[config.mk]
export PLATFORM = sky130hd
export DESIGN_NAME = colour_playback_ctrl
export DESIGN_NICKNAME = d
export VERILOG_FILES = /design/src/rtl/simon_pkg.sv /design/src/rtl/seq_mem.sv /design/src/rtl/colour_playback_ctrl.sv
export SDC_FILE = /design/constraint.sdc
export NUM_CORES = 1
export LEC_CHECK = 0
export ABC_AREA = 1
export BUFFER_PORTS_ARGS = -buffer_cell sky130_fd_sc_hd__clkbuf_2
export CORE_UTILIZATION = 40
export CTS_CLUSTER_DIAMETER = 60
export DETAILED_ROUTE_END_ITERATION = 10
export REMOVE_ABC_BUFFERS = 1
export SLEW_MARGIN = 15
export SYNTH_ARGS = -nofsm -noshare
export SYNTH_HDL_FRONTEND = slang
export SYNTH_SLANG_ARGS = --single-unit
[constraint.sdc]
create_clock -name clk -period 7.75 [get_ports clk]
set_input_delay 0.775 -clock clk [delete_from_list [all_inputs] [get_ports clk]]
set_output_delay 0.775 -clock clk [all_outputs]
set_load 0.02 [all_outputs]
[src/rtl/simon_pkg.sv]
// Shared types and constants for the Simon Says colour datapath.
package simon_pkg;

    localparam int unsigned TIMER_W      = 25;
    localparam int unsigned FAIL_FLASHES = 3;

    typedef enum logic [1:0] {
        RED    = 2'd0,
        GREEN  = 2'd1,
        BLUE   = 2'd2,
        YELLOW = 2'd3
    } colour_t;

    typedef enum logic [2:0] {
        IDLE,
        PLAY_ON,
        PLAY_OFF,
        CHECK,
        FAIL
    } pb_state_t;

    // LED drive for a colour: bit position equals the colour code.
    function automatic logic [3:0] onehot(input colour_t c);
        return 4'b0001 << c;
    endfunction

endpackage

[src/rtl/seq_mem.sv]
// Colour sequence storage: synchronous write, asynchronous read, no reset.
module seq_mem
    import simon_pkg::*;
#(
    parameter int unsigned MAX_LEN = 32,
    localparam int unsigned AW     = $clog2(MAX_LEN)
) (
    input  logic          clk,
    input  logic          we,
    input  logic [AW-1:0] waddr,
    input  colour_t       wdata,
    input  logic [AW-1:0] raddr,
    output colour_t       rdata
);

    colour_t mem [MAX_LEN];

    always_ff @(posedge clk) begin
        if (we) begin
            mem[waddr] <= wdata;
        end
    end

    assign rdata = mem[raddr];

endmodule

[src/rtl/colour_playback_ctrl.sv]
// Stores, replays and checks the Simon Says colour sequence.
// Build option: define FAIL_FLASH_EN to flash the expected colour after a wrong guess.
module colour_playback_ctrl
    import simon_pkg::*;
#(
    parameter int unsigned MAX_LEN     = 32,
    parameter int unsigned BASE_CYCLES = 20_000_000,
    parameter int unsigned STEP_CYCLES = 2_000_000,
    parameter int unsigned MIN_CYCLES  = 4_000_000,
    localparam int unsigned LEN_W      = $clog2(MAX_LEN) + 1
) (
    input  logic             clk,
    input  logic             reset,
    input  logic             clear,
    input  logic             append,
    input  colour_t          colour_in,
    input  logic             play,
    input  logic [2:0]       speed,
    input  logic             guess_valid,
    input  colour_t          guess,
    output logic [3:0]       led,
    output logic             busy,
    output logic             play_done,
    output logic             result_valid,
    output logic             result_ok,
    output logic             round_done,
    output logic [LEN_W-1:0] length
);

    localparam int unsigned AW = $clog2(MAX_LEN);

    pb_state_t          state, state_d;
    logic [AW-1:0]      idx, idx_d;
    logic [TIMER_W-1:0] timer, timer_d;
    logic [TIMER_W-1:0] on_cyc, on_cyc_d, on_cyc_c;
    logic [LEN_W-1:0]   length_d;
    colour_t            cur_colour;
    colour_t            rdata;
    logic               we;
    logic [3:0]         led_d;
    logic               busy_d, play_done_d, result_valid_d, result_ok_d, round_done_d;
    logic [31:0]        step_prod_c;
    logic               last_idx_c;

`ifdef FAIL_FLASH_EN
    localparam int unsigned FLASH_W = $clog2(FAIL_FLASHES);
    logic               fail_lit, fail_lit_d;
    logic [FLASH_W-1:0] flash_cnt, flash_cnt_d;
`endif

    seq_mem #(
        .MAX_LEN (MAX_LEN)
    ) u_seq_mem (
        .clk   (clk),
        .we    (we),
        .waddr (AW'(length)),
        .wdata (colour_in),
        .raddr (idx_d),
        .rdata (rdata)
    );

    // Per-speed on/off time, clamped at the floor.
    assign step_prod_c = 32'(speed) * 32'(STEP_CYCLES);
    assign on_cyc_c    = (step_prod_c + 32'(MIN_CYCLES) >= 32'(BASE_CYCLES))
                       ? TIMER_W'(MIN_CYCLES)
                       : TIMER_W'(32'(BASE_CYCLES) - step_prod_c);
    assign last_idx_c  = (LEN_W'(idx) == length - LEN_W'(1));

    always_ff @(posedge clk or negedge reset) begin
        if (!reset) begin
            state <= IDLE;
        end else begin
            state <= state_d;
        end
    end

    always_comb begin
        state_d        = state;
        idx_d          = idx;
        timer_d        = timer;
        on_cyc_d       = on_cyc;
        length_d       = length;
        we             = 1'b0;
        play_done_d    = 1'b0;
        result_valid_d = 1'b0;
        result_ok_d    = 1'b0;
        round_done_d   = 1'b0;
`ifdef FAIL_FLASH_EN
        fail_lit_d     = fail_lit;
        flash_cnt_d    = flash_cnt;
`endif
        if (clear) begin
            state_d  = IDLE;
            idx_d    = '0;
            timer_d  = '0;
            length_d = '0;
`ifdef FAIL_FLASH_EN
            fail_lit_d  = 1'b0;
            flash_cnt_d = '0;
`endif
        end else begin
            case (state)
                IDLE: begin
                    if (append) begin
                        if (length < LEN_W'(MAX_LEN)) begin
                            we       = 1'b1;
                            length_d = length + LEN_W'(1);
                        end
                    end else if (play) begin
                        if (length == '0) begin
                            play_done_d = 1'b1;
                        end else begin
                            on_cyc_d = on_cyc_c;
                            idx_d    = '0;
                            timer_d  = on_cyc_c - TIMER_W'(1);
                            state_d  = PLAY_ON;
                        end
                    end
                end
                PLAY_ON: begin
                    if (timer == '0) begin
                        timer_d = on_cyc - TIMER_W'(1);
                        state_d = PLAY_OFF;
                    end else begin
                        timer_d = timer - TIMER_W'(1);
                    end
                end
                PLAY_OFF: begin
                    if (timer == '0) begin
                        if (last_idx_c) begin
                            play_done_d = 1'b1;
                            idx_d       = '0;
                            state_d     = CHECK;
                        end else begin
                            idx_d   = idx + AW'(1);
                            timer_d = on_cyc - TIMER_W'(1);
                            state_d = PLAY_ON;
                        end
                    end else begin
                        timer_d = timer - TIMER_W'(1);
                    end
                end
                CHECK: begin
                    if (guess_valid) begin
                        result_valid_d = 1'b1;
                        if (guess == cur_colour) begin
                            result_ok_d = 1'b1;
                            if (last_idx_c) begin
                                round_done_d = 1'b1;
                                idx_d        = '0;
                                state_d      = IDLE;
                            end else begin
                                idx_d = idx + AW'(1);
                            end
                        end else begin
`ifdef FAIL_FLASH_EN
                            // idx is held so the flash shows the colour that was expected.
                            timer_d     = on_cyc - TIMER_W'(1);
                            fail_lit_d  = 1'b1;
                            flash_cnt_d = '0;
                            state_d     = FAIL;
`else
                            idx_d   = '0;
                            state_d = IDLE;
`endif
                        end
                    end
                end
`ifdef FAIL_FLASH_EN
                FAIL: begin
                    if (timer == '0) begin
                        timer_d = on_cyc - TIMER_W'(1);
                        if (fail_lit) begin
                            fail_lit_d = 1'b0;
                        end else if (flash_cnt == FLASH_W'(FAIL_FLASHES - 1)) begin
                            idx_d   = '0;
                            timer_d = '0;
                            state_d = IDLE;
                        end else begin
                            flash_cnt_d = flash_cnt + FLASH_W'(1);
                            fail_lit_d  = 1'b1;
                        end
                    end else begin
                        timer_d = timer - TIMER_W'(1);
                    end
                end
`endif
                default: begin
                    state_d = IDLE;
                end
            endcase
        end

        // LED and busy are registered from the next state so they line up with it.
        led_d = 4'b0000;
        case (state_d)
            PLAY_ON: led_d = onehot(rdata);
`ifdef FAIL_FLASH_EN
            FAIL:    led_d = fail_lit_d ? onehot(rdata) : 4'b0000;
`endif
            default: led_d = 4'b0000;
        endcase
        busy_d = (state_d != IDLE);
    end

    always_ff @(posedge clk or negedge reset) begin
        if (!reset) begin
            idx          <= '0;
            timer        <= '0;
            on_cyc       <= '0;
            length       <= '0;
            cur_colour   <= RED;
            led          <= 4'b0000;
            busy         <= 1'b0;
            play_done    <= 1'b0;
            result_valid <= 1'b0;
            result_ok    <= 1'b0;
            round_done   <= 1'b0;
        end else begin
            idx          <= idx_d;
            timer        <= timer_d;
            on_cyc       <= on_cyc_d;
            length       <= length_d;
            cur_colour   <= rdata;
            led          <= led_d;
            busy         <= busy_d;
            play_done    <= play_done_d;
            result_valid <= result_valid_d;
            result_ok    <= result_ok_d;
            round_done   <= round_done_d;
        end
    end

`ifdef FAIL_FLASH_EN
    always_ff @(posedge clk or negedge reset) begin
        if (!reset) begin
            fail_lit  <= 1'b0;
            flash_cnt <= '0;
        end else begin
            fail_lit  <= fail_lit_d;
            flash_cnt <= flash_cnt_d;
        end
    end
`endif

endmodule

# [Word-level counts from Yosys, hierarchy flattened]
# Memories as Yosys holds them, arrays and structs flattened.
# Cells that the tools add are included.
[classes] n_addsub=8 n_mul=1 div_mod_pow=0 magnitude_cmp=2 eq_ne=10 shifts=1 n_mux=58 n_bitwise=3 reduce_logical=11
[op_table] operator="25-bit 2-to-1 mux" n=8
[op_table] operator="25-bit case mux with 3 select lines" n=1
[op_table] operator="25-bit by 1-bit subtractor with 25-bit output, second input constant" n=3
[op_table] operator="5-bit 2-to-1 mux" n=8
[op_table] operator="3-bit 2-to-1 mux" n=9
[op_table] operator="24-bit by 22-bit adder with 25-bit output, second input constant" n=1
[op_table] operator="25-bit greater-or-equal comparator, second input constant" n=1
[op_table] operator="25-bit logical NOT" n=1
[op_table] operator="25-bit by 24-bit subtractor with 25-bit output, first input constant" n=1
[op_table] operator="6-bit 2-to-1 mux" n=4
[op_table] operator="1-bit 2-to-1 mux" n=23
[op_table] operator="3-bit by 14-bit multiplier with 17-bit output, second input constant" n=1
[op_table] operator="5-bit case mux with 3 select lines" n=1
[op_table] operator="3-bit case mux with 4 select lines" n=1
[op_table] operator="5-bit AND reduction" n=2
[op_table] operator="3-bit != test, second input constant" n=3
[op_table] operator="6-bit by 1-bit adder with 6-bit output, second input constant" n=1
[op_table] operator="3-bit by 1-bit equality test with 1-bit output, second input constant" n=2
[op_table] operator="3-bit by 2-bit equality test with 1-bit output, second input constant" n=2
[op_table] operator="5-bit by 6-bit equality test with 1-bit output" n=1
[op_table] operator="6-bit logical NOT" n=1
[op_table] operator="6-bit less-than comparator, second input constant" n=1
[op_table] operator="2-bit nonzero test" n=3
[op_table] operator="6-bit by 1-bit subtractor with 6-bit output, second input constant" n=1
[op_table] operator="other kinds (12)" n=14
[word_totals] ff_bits=75 latch_bits=0 ram_bits=64 romBits=0 in_bits=13 wordCells=107 mem_count=1
[memory_table] name="u_seq_mem.mem" words=32 width=2 rd=1 rd_clocked_by_memory_dff=0 write_ports=1 line="seq_mem.sv:16" text="colour_t mem [MAX_LEN];"

# [Depth between registers and ports, before layout]
# Gate-level depths: netlist of run 1.
[logic_depth] depth_word=10 depth_mapped=23 depth_no_buf=23

# [Cells and area by module]
# A second synthesis of run 1 with hierarchy kept.
[unflattened] cells_unflattened=1033 hier_area_um2=8025.2
[modules_own_cells] mod="colour_playback_ctrl" n_inst=1 cells_each=766 area_per_inst_um2=5158.7 seq_area_each_um2=1626.6
[modules_own_cells] mod="seq_mem" n_inst=1 cells_each=267 area_per_inst_um2=2866.5 seq_area_each_um2=1921.8

# [Worst setup path after synthesis of run 1]
# No wires, ideal clock.
[synth_path] kind="input to register" startpoint="input port speed[1]" endpoint="register timer[19]" setup_time_ps=124 arrival_time_ps=3876 path_slack_ps=3750 stages=19 cell_sequence="inv_1 fa_1 fa_1 nand2_1 nor2_1 xor2_1 nand3_1 nand2_1 nand3_1 buf_2 nand2_1 ha_1 nand2_1 nor2_1 nand2_1 nand2_1 nand3_1 o211ai_1 nand2_1"
[synth_between] elab_chain_len=10
[synth_rtl] element="start: declaration" line="colour_playback_ctrl.sv:18" text="input logic [2:0] speed,"
[synth_rtl] element="3-bit by 14-bit multiplier with 17-bit output *" line="colour_playback_ctrl.sv:63" text="assign step_prod_c = 32'(speed) * 32'(STEP_CYCLES);"
[synth_rtl] element="24-bit by 22-bit adder with 25-bit output" line="colour_playback_ctrl.sv:64" text="assign on_cyc_c = (step_prod_c + 32'(MIN_CYCLES) >= 32'(BASE_CYCLES))"
[synth_rtl] element="25-bit greater-or-equal comparator" line="colour_playback_ctrl.sv:64"
[synth_rtl] element="25-bit 2-to-1 mux *" line="colour_playback_ctrl.sv:65" text="? TIMER_W'(MIN_CYCLES)"
[synth_rtl] element="25-bit by 1-bit subtractor with 25-bit output *" line="colour_playback_ctrl.sv:115" text="timer_d = on_cyc_c - TIMER_W'(1);"
[synth_rtl] element="25-bit 2-to-1 mux *" line="colour_playback_ctrl.sv:110" text="if (length == '0) begin"
[synth_rtl] element="25-bit 2-to-1 mux *" line="colour_playback_ctrl.sv:109" text="end else if (play) begin"
[synth_rtl] element="25-bit 2-to-1 mux *" line="colour_playback_ctrl.sv:104" text="if (append) begin"
[synth_rtl] element="25-bit case mux with 3 select lines *" line="colour_playback_ctrl.sv:102" text="case (state)"
[synth_rtl] element="25-bit 2-to-1 mux *" line="colour_playback_ctrl.sv:92" text="if (clear) begin"
[synth_rtl] element="end signal: assignment" line="colour_playback_ctrl.sv:221" text="timer <= timer_d;"
[synth_rtl] element="end: declaration" line="colour_playback_ctrl.sv:34" text="logic [TIMER_W-1:0] timer, timer_d;"
# Mark *: on every way between the ends. The rest lies on a longest branch, timed or not. The select of a mux whose other input is x is not followed.
# A chain may end at the register's enable or synchronous reset.

# [Final worst setup path of run 1]
# Same ends and word-level chain as after synthesis.

==> impl_metrics.py, run 1 <==
metrics = {
    "outcome": {
        "status": "finished, final reports clean",
    },
    "min_path": {
        "min_from": "on_cyc[18]$_DFFE_PN0P_",
        "min_path_cells": 2,
        "hold_path_end": "on_cyc[18]$_DFFE_PN0P_",
        "hold_path_class": "register to register",
    },
    "sta": {
        "fmax_mhz": 222,
        "setup_viol": 0,
        "max_slew_margin_pct": 34.8,
        "worst_pin_slew_ns": 0.975,
        "hold_viol": 0,
        "post-route-min-period_ns": 4.51,
        "rsz0062_at_grt": "false",
        "tns_ns": 0,
        "skew_ns": 0.00667,
        "fin_crit_sh_pct": 58.2,
        "slew_violations": 0,
    },
    "critical_path": {
        "path_common_cell": "nand2_1",
        "worst_path_max_delay_cell": "fa_1",
        "path_cells": "clkbuf_2 > inv_1 > fa_1 > fa_1 > nand2_1 > a21oi_1 > nor3_1 > o211ai_1 > nand3_1 > nand2_1 > nand3_1 > nand2_1 > ha_1 > nand2_1 > nor2_1 > nand2_1 > nand2_1 > nand3_1 > o211ai_1 > nand2_1",
        "worst-r2r-cell-count": 21,
        "critPathMaxStageDelay_ns": 0.62,
        "crit_fanout": 15,
        "r2r_setup_slack_ns": 4.03,
        "r2r-start": "length[0]$_DFFE_PN0P_",
        "end_kind": "register",
        "r2r-end": "led[0]$_DFF_PN0_",
        "cp-start-kind": "primary input",
        "path_class": "primary input to register",
        "cp_data_required_time_ns": 8.06,
        "cp.arrival_ns": 4.82,
    },
    "synth": {
        "netlist.area_leader.share_pct": 24.5,
        "ys.flop_type": "dfrtp_1",
        "synth-edff-count": 64,
        "postSynthCellCount": 991,
        "yosys-top-cells-area": "edfxtp_1, dfrtp_1, nand2_1",
        "async_flop_share_pct": 50.4,
        "yosysTopAreaCell": "edfxtp_1",
        "syn-mean-instance-area_um2": 7.92,
        "syn_area_mm2": 0.00785,
        "yosysSeqAreaShare_pct": 45.2,
        "synth_cell_type_count": 46,
        "synth_seq_cells": 129,
        "ys.warnings.count": 0,
    },
    "floorplanning": {
        "die_w_um": 142,
        "num_rows": 50,
        "io_pins": 28,
        "dieArea_mm2": 0.0202,
        "dieHeight_um": 142,
        "initial_core_util_pct": 41.4,
        "core_mm2": 0.0190,
    },
    "power_and_ir_drop": {
        "sw_frac_of_total_pct": 31.0,
        "p_int_uw": 1310,
        "p_seq_share_pct": 41.8,
        "combPwrFrac_pct": 17.9,
        "power_leakage_uw": 0.00412,
        "clockPowerShare_pct": 40.3,
        "ir_drop_mv": 0.120,
        "switchingPower_uw": 588,
        "power_uw": 1900,
        "power-per-cell-area_mw_per_mm2": 218,
    },
    "grt": {
        "grt_pass1_wl_mm": 31.8,
        "grt-ovfl-total": 0,
        "grt_start_max_net_pins": 66,
        "antenna_found_initial": 0,
        "grt_use_total_pct": 20.5,
        "grt_pass1_vias": 6205,
    },
    "clocking": {
        "cts_root_buf": "clkbuf_16",
        "post_cts_resized": 0,
        "clkLatencyLatePin_ns": 0.43,
        "cts_buffers": 17,
        "cts_tree": "yes",
        "clk_pin_slew_ns": 0.06,
        "holdBufCountCts": 0,
        "clock_path_buffers": 2,
        "clock_sinks": 129,
        "post_cts_buffers": 0,
        "htreeDepth": 4,
    },
    "detailed_routing": {
        "route.detailed.drc": 0,
        "dr.pass1.iters": 5,
        "drt_iter0_drc": 507,
        "vias_per_cell": 5.09,
        "ant_nets": 0,
        "routed_wl_mm": 19.3,
        "wl_per_cell_um": 15.0,
        "route.vias.total": 6538,
    },
    "placed_design": {
        "portBuffers": 27,
        "gp_congestion": 0.862,
        "place_area_mm2": 0.00816,
        "placedCellCount": 1254,
        "dp_hpwl_mm": 13.3,
    },
    "cells_and_area": {
        "drive_gt1_share_pct": 9.07,
        "antennaDiodeCount": 0,
        "nets": 1058,
        "area_growth_pct": 11.1,
        "post-route-util_pct": 46.0,
        "postLayoutCellArea_mm2": 0.00872,
        "final_common_cell": "nand2_1",
        "layout_common_cells": "nand2_1, inv_1, nand3_1",
        "finalNonFillerCells": 1285,
    },
    "run": {
        "cap_violations": 0,
    },
}
-- layer usage --
layer	share of wire [%]	global-route usage (%)	up-vias
met4	1.3	5.89	0
met5	0	0	-
met1	50	29.7	3071
met3	4.4	3.77	23
met2	44	31.0	159
li1	-	-	3285
-- flip-flops by register name, summed over array words and instances (netlist names), 2 cells and up --
register,flops
cur_colour,2
idx,5
led,4
length,6
on_cyc,15
state,3
timer,25
u_seq_mem.mem,64
-- synthesized netlist by cell type, drive strengths merged, types with 2 or more instances --
| cell | number |
|---|---|
| nand3b | 16 |
| nor2 | 110 |
| inv | 147 |
| o221ai | 2 |
| clkbuf | 12 |
| a21oi | 39 |
| o22ai | 2 |
| o211ai | 11 |
| xnor2 | 7 |
| nand4 | 6 |
| nor3 | 20 |
| edfxtp | 64 |
| xor2 | 14 |
| o21ai | 57 |
| nand3 | 123 |
| nor4 | 2 |
| dfrtp | 65 |
| ha | 28 |
| buf | 14 |
| fa | 4 |
| nand2 | 236 |
-- cells by family after synthesis --
| logic type | count (synthesis) | synth area share (%) |
|---|---|---|
| buffers and inverters | 173 | 9.10 |
| AOI/OAI and AO/OA | 119 | 8.77 |
| adders and majority gates | 32 | 5.48 |
| xor gates and xnor gates | 21 | 2.34 |
| and+or+nand+nor | 515 | 28.9 |
| muxes | 1 | 0.143 |
| other | 1 | 0.0478 |
| DFF | 129 | 45.2 |
-- worst max-delay path, delay by kind of cell --
kind | cells | cell delay, ns
compound gates | 3 | 0.37
fa+ha+maj | 3 | 1.41
buf+inv | 2 | 0.53
simple gates | 12 | 1.73
-- worst max-delay path by stage --
| stage | from | to | slack [ns] | depth (start not counted) |
|---|---|---|---|---|
| 3_3_place_gp | speed[1] | timer[19]$_DFFE_PN0P_ | 2.95 | 20 |
| 3_5_place_dp | speed[1] | timer[19]$_DFFE_PN0P_ | 2.80 | 20 |
| 6_report | speed[1] | timer[19]$_DFFE_PN0P_ | 3.24 | 20 |
| 5_1_grt | speed[1] | timer[21]$_DFFE_PN0P_ | 2.80 | 20 |
| 4_1_cts | speed[1] | timer[19]$_DFFE_PN0P_ | 3.24 | 20 |
| 2_1_floorplan | speed[1] | timer[19]$_DFFE_PN0P_ | 3.68 | 18 |
-- power groups by stage --
| stage | logic [µW] | clock network, µW | registers (µW) |
|---|---|---|---|
| 2_1_floorplan | 244 | 0 | 793 |
| 3_3_place_gp | 336 | 0 | 804 |
| 3_5_place_dp | 339 | 0 | 804 |
| 4_1_cts | 340 | 774 | 792 |
| 5_1_grt | 389 | 803 | 797 |
| 6_report | 340 | 764 | 793 |
-- through the flow --
step	hold slack [ns]	setup slack, ns
6_report	0.494	3.24
5_1_grt	0.523	2.80
4_1_cts	0.496	3.24
3_5_place_dp	0.485	2.80
3_3_place_gp	0.475	2.95
2_1_floorplan	0.453	3.68
-- final cells by class --
class	instances	area (µm²)
Fill cell	1885	10200
Inverter	147	554
Sequential cell	129	3550
Clock inverter	14	130
Tap cell	260	325
Timing Repair Buffer	29	150
Multi-Input combinational cell	689	3580
Clock buffer	17	425
No activity file was read; power rests on OpenSTA's default activity.
==> inputs of run 2 (changes only) <==
ABC_AREA = 0   (was 1)
clock period = 4.2 ns   (was 7.75 ns; I/O delays follow)
==> run 2 against run 1 <==
Compared with the run above: synthesized area up 0.30%; wire length up 5.0%; sequential share of layout area down 1.7 points; sequential power up 87%; total power up 85%; clock skew up 0.0058 ns; global-route usage up 1.1 points; sequential cell count unchanged; critical endpoint unchanged; highest routed layer unchanged.
==> impl_metrics.py, run 2 <==
metrics = {
    "synth": {
        "async_flop_share_pct": 50.4,
        "synth.most_common_cell": "nor2_1",
        "synth-edff-count": 64,
        "ys.flop_type": "dfrtp_1",
        "synth_seq_cells": 129,
        "yosysTopAreaCell": "edfxtp_1",
        "ys.warnings.count": 0,
        "syn_area_mm2": 0.00787,
        "synthMuxAreaShare_pct": 3.77,
        "synth-adder-area-share_pct": 5.47,
        "synth-simple-area-share_pct": 18.0,
        "synth_cell_type_count": 76,
        "synth_top_family_by_area": "compound AO/OA/AOI/OAI gates",
        "netlist.area_leader.share_pct": 24.4,
        "synth_compound_area_share_pct": 18.7,
        "netlist_top_cells_count": "nor2_1, dfrtp_1, edfxtp_1",
        "synth_xor_area_share_pct": 4.78,
        "yosys-top-cells-area": "edfxtp_1, dfrtp_1, nor2_1",
        "postSynthCellCount": 801,
        "syn-mean-instance-area_um2": 9.83,
        "yosysSeqAreaShare_pct": 45.1,
    },
    "grt": {
        "grt-ovfl-total": 0,
        "grt_pass1_wl_mm": 33.4,
        "grt_start_max_net_pins": 46,
        "antenna_found_initial": 0,
        "grt_pass1_vias": 6218,
        "grt_use_total_pct": 21.5,
    },
    "critical_path": {
        "path_class": "primary input to register",
        "worst_path_max_delay_cell": "fa_1",
        "r2r_setup_slack_ns": 0.34,
        "cp_data_required_time_ns": 4.49,
        "path_common_cell": "ha_1",
        "path_cells": "clkbuf_2 > inv_1 > ha_1 > ha_1 > inv_1 > fa_1 > or3_1 > a211oi_2 > a221oi_2 > o221a_2 > nor2b_2 > ha_1 > and3_1 > nand4_1 > nor3_2 > buf_4 > xnor2_1 > or3_1 > o211ai_1 > a21oi_1",
        "cp_num_buf_inv": 4,
        "end_kind": "register",
        "cp-start-kind": "primary input",
        "cp_top_family": "simple AND/OR/NAND/NOR gates",
        "cp.arrival_ns": 4.18,
        "critPathMaxStageDelay_ns": 0.41,
        "crit_fanout": 4,
    },
    "clocking": {
        "holdBufCountCts": 0,
        "htreeDepth": 4,
        "post_cts_resized": 0,
        "clk_pin_slew_ns": 0.06,
        "clkLatencyLatePin_ns": 0.43,
        "clock_sinks": 129,
        "post_cts_buffers": 0,
        "cts_root_buf": "clkbuf_16",
        "cts_tree": "yes",
        "cts_buffers": 17,
        "clock_path_buffers": 2,
    },
    "cells_and_area": {
        "nets": 899,
        "post-route-util_pct": 47.9,
        "area_growth_pct": 15.7,
        "drive_gt1_share_pct": 16.8,
        "layout_common_cells": "nor2_1, dfrtp_1, edfxtp_1",
        "reg_top3": "u_seq_mem.mem (64), timer (25), on_cyc (15)",
        "final_common_cell": "nor2_1",
        "regMostFlops": "u_seq_mem.mem",
        "antennaDiodeCount": 0,
        "largest_reg_flops": 64,
    },
    "detailed_routing": {
        "route.vias.total": 6403,
        "vias_per_cell": 5.68,
        "ant_nets": 0,
        "drt_iter0_drc": 480,
        "wl_per_cell_um": 18.0,
        "route.detailed.drc": 0,
        "routed_wl_mm": 20.3,
        "dr.pass1.iters": 6,
    },
    "sta": {
        "fmax_mhz": 257,
        "worst_hold_slack_ns": 0.0567,
        "slew_violations": 0,
        "post-route-min-period_ns": 3.90,
        "hold_viol": 0,
        "max_slew_margin_pct": 36.1,
        "rsz0062_at_grt": "false",
        "tns_ns": 0,
        "skew_ns": 0.0124,
        "worst_pin_slew_ns": 0.959,
        "setup_viol": 0,
        "fin_crit_sh_pct": 92.8,
    },
    "placed_design": {
        "portBuffers": 27,
        "dp_hpwl_mm": 14.1,
        "gp_congestion": 0.856,
    },
    "power_and_ir_drop": {
        "power-per-cell-area_mw_per_mm2": 384,
        "power_leakage_uw": 0.00358,
        "power_uw": 3500,
        "ir_drop_mv": 0.231,
    },
    "floorplanning": {
        "io_pins": 28,
        "core_mm2": 0.0190,
        "num_rows": 50,
        "initial_core_util_pct": 41.4,
        "dieHeight_um": 142,
        "die_w_um": 142,
        "dieArea_mm2": 0.0202,
    },
    "run": {
        "cap_violations": 0,
    },
    "min_path": {
        "hold_path_class": "primary input to async pin",
    },
    "outcome": {
        "status": "finished, final reports clean",
    },
}
run 2: path summary, 6_finish.rpt:
kind                                   startpoint                     end  cells past startpoint
hold reg to reg            on_cyc[20]$_DFFE_PN0P_  on_cyc[20]$_DFFE_PN0P_                      2
max in group asynchronous                   reset    round_done$_DFF_PN0_                      2
setup / recovery                         speed[0]   timer[19]$_DFFE_PN0P_                     20
setup reg to reg             timer[5]$_DFFE_PN0P_        led[2]$_DFF_PN0_                     12
min in group clk                      guess_valid  result_valid$_DFF_PN0_                      3
hold / removal                              reset   on_cyc[9]$_DFFE_PN0P_                      1
run 2: logic make-up (layout without fill, tap and decap cells):
family | Yosys count | after routing
fa+ha+maj | 32 | 32
buf+inv | 75 | 141
other cells | 1 | 1
simple gates | 283 | 283
xor+xnor | 43 | 43
mux | 29 | 29
compound gates | 209 | 209
flops | 129 | 129
run 2: metrics by stage:
stage          cells  worst slack (ns)  area [µm²]
2_1_floorplan    759            -0.423        7670
3_3_place_gp    1095            -0.178        8520
3_5_place_dp    1095            -0.274        8520
4_1_cts         1127             0.168        9080
5_1_grt         1127            0.0180        9110
6_report        1127             0.304        9110
run 2: layer usage:
layer	vias up	part of all wire (%)	GRT usage, %
met4	0	1.9	8.21
met3	29	5.7	3.40
met1	3088	47	30.7
li1	3084	-	-
met5	-	0	0
met2	202	45	32.8
run 2: layout make-up:
type / instances / area (µm²)
fill: 1838 / 9910
multi-input combinational: 597 / 4030
sequential: 129 / 3550
timing repair buffer: 76 / 515
clock buffer: 17 / 425
tap: 260 / 325
clock inverter: 15 / 136
inverter: 33 / 124
run 2: where the power goes:
group / switching, µW / internal, µW / total, µW / leakage [µW]
clock network: 624 / 781 / 1400 / 0.000277
logic: 354 / 259 / 613 / 0.00185
registers: 87.6 / 1400 / 1480 / 0.00145
total: 1070 / 2440 / 3500 / 0.00358
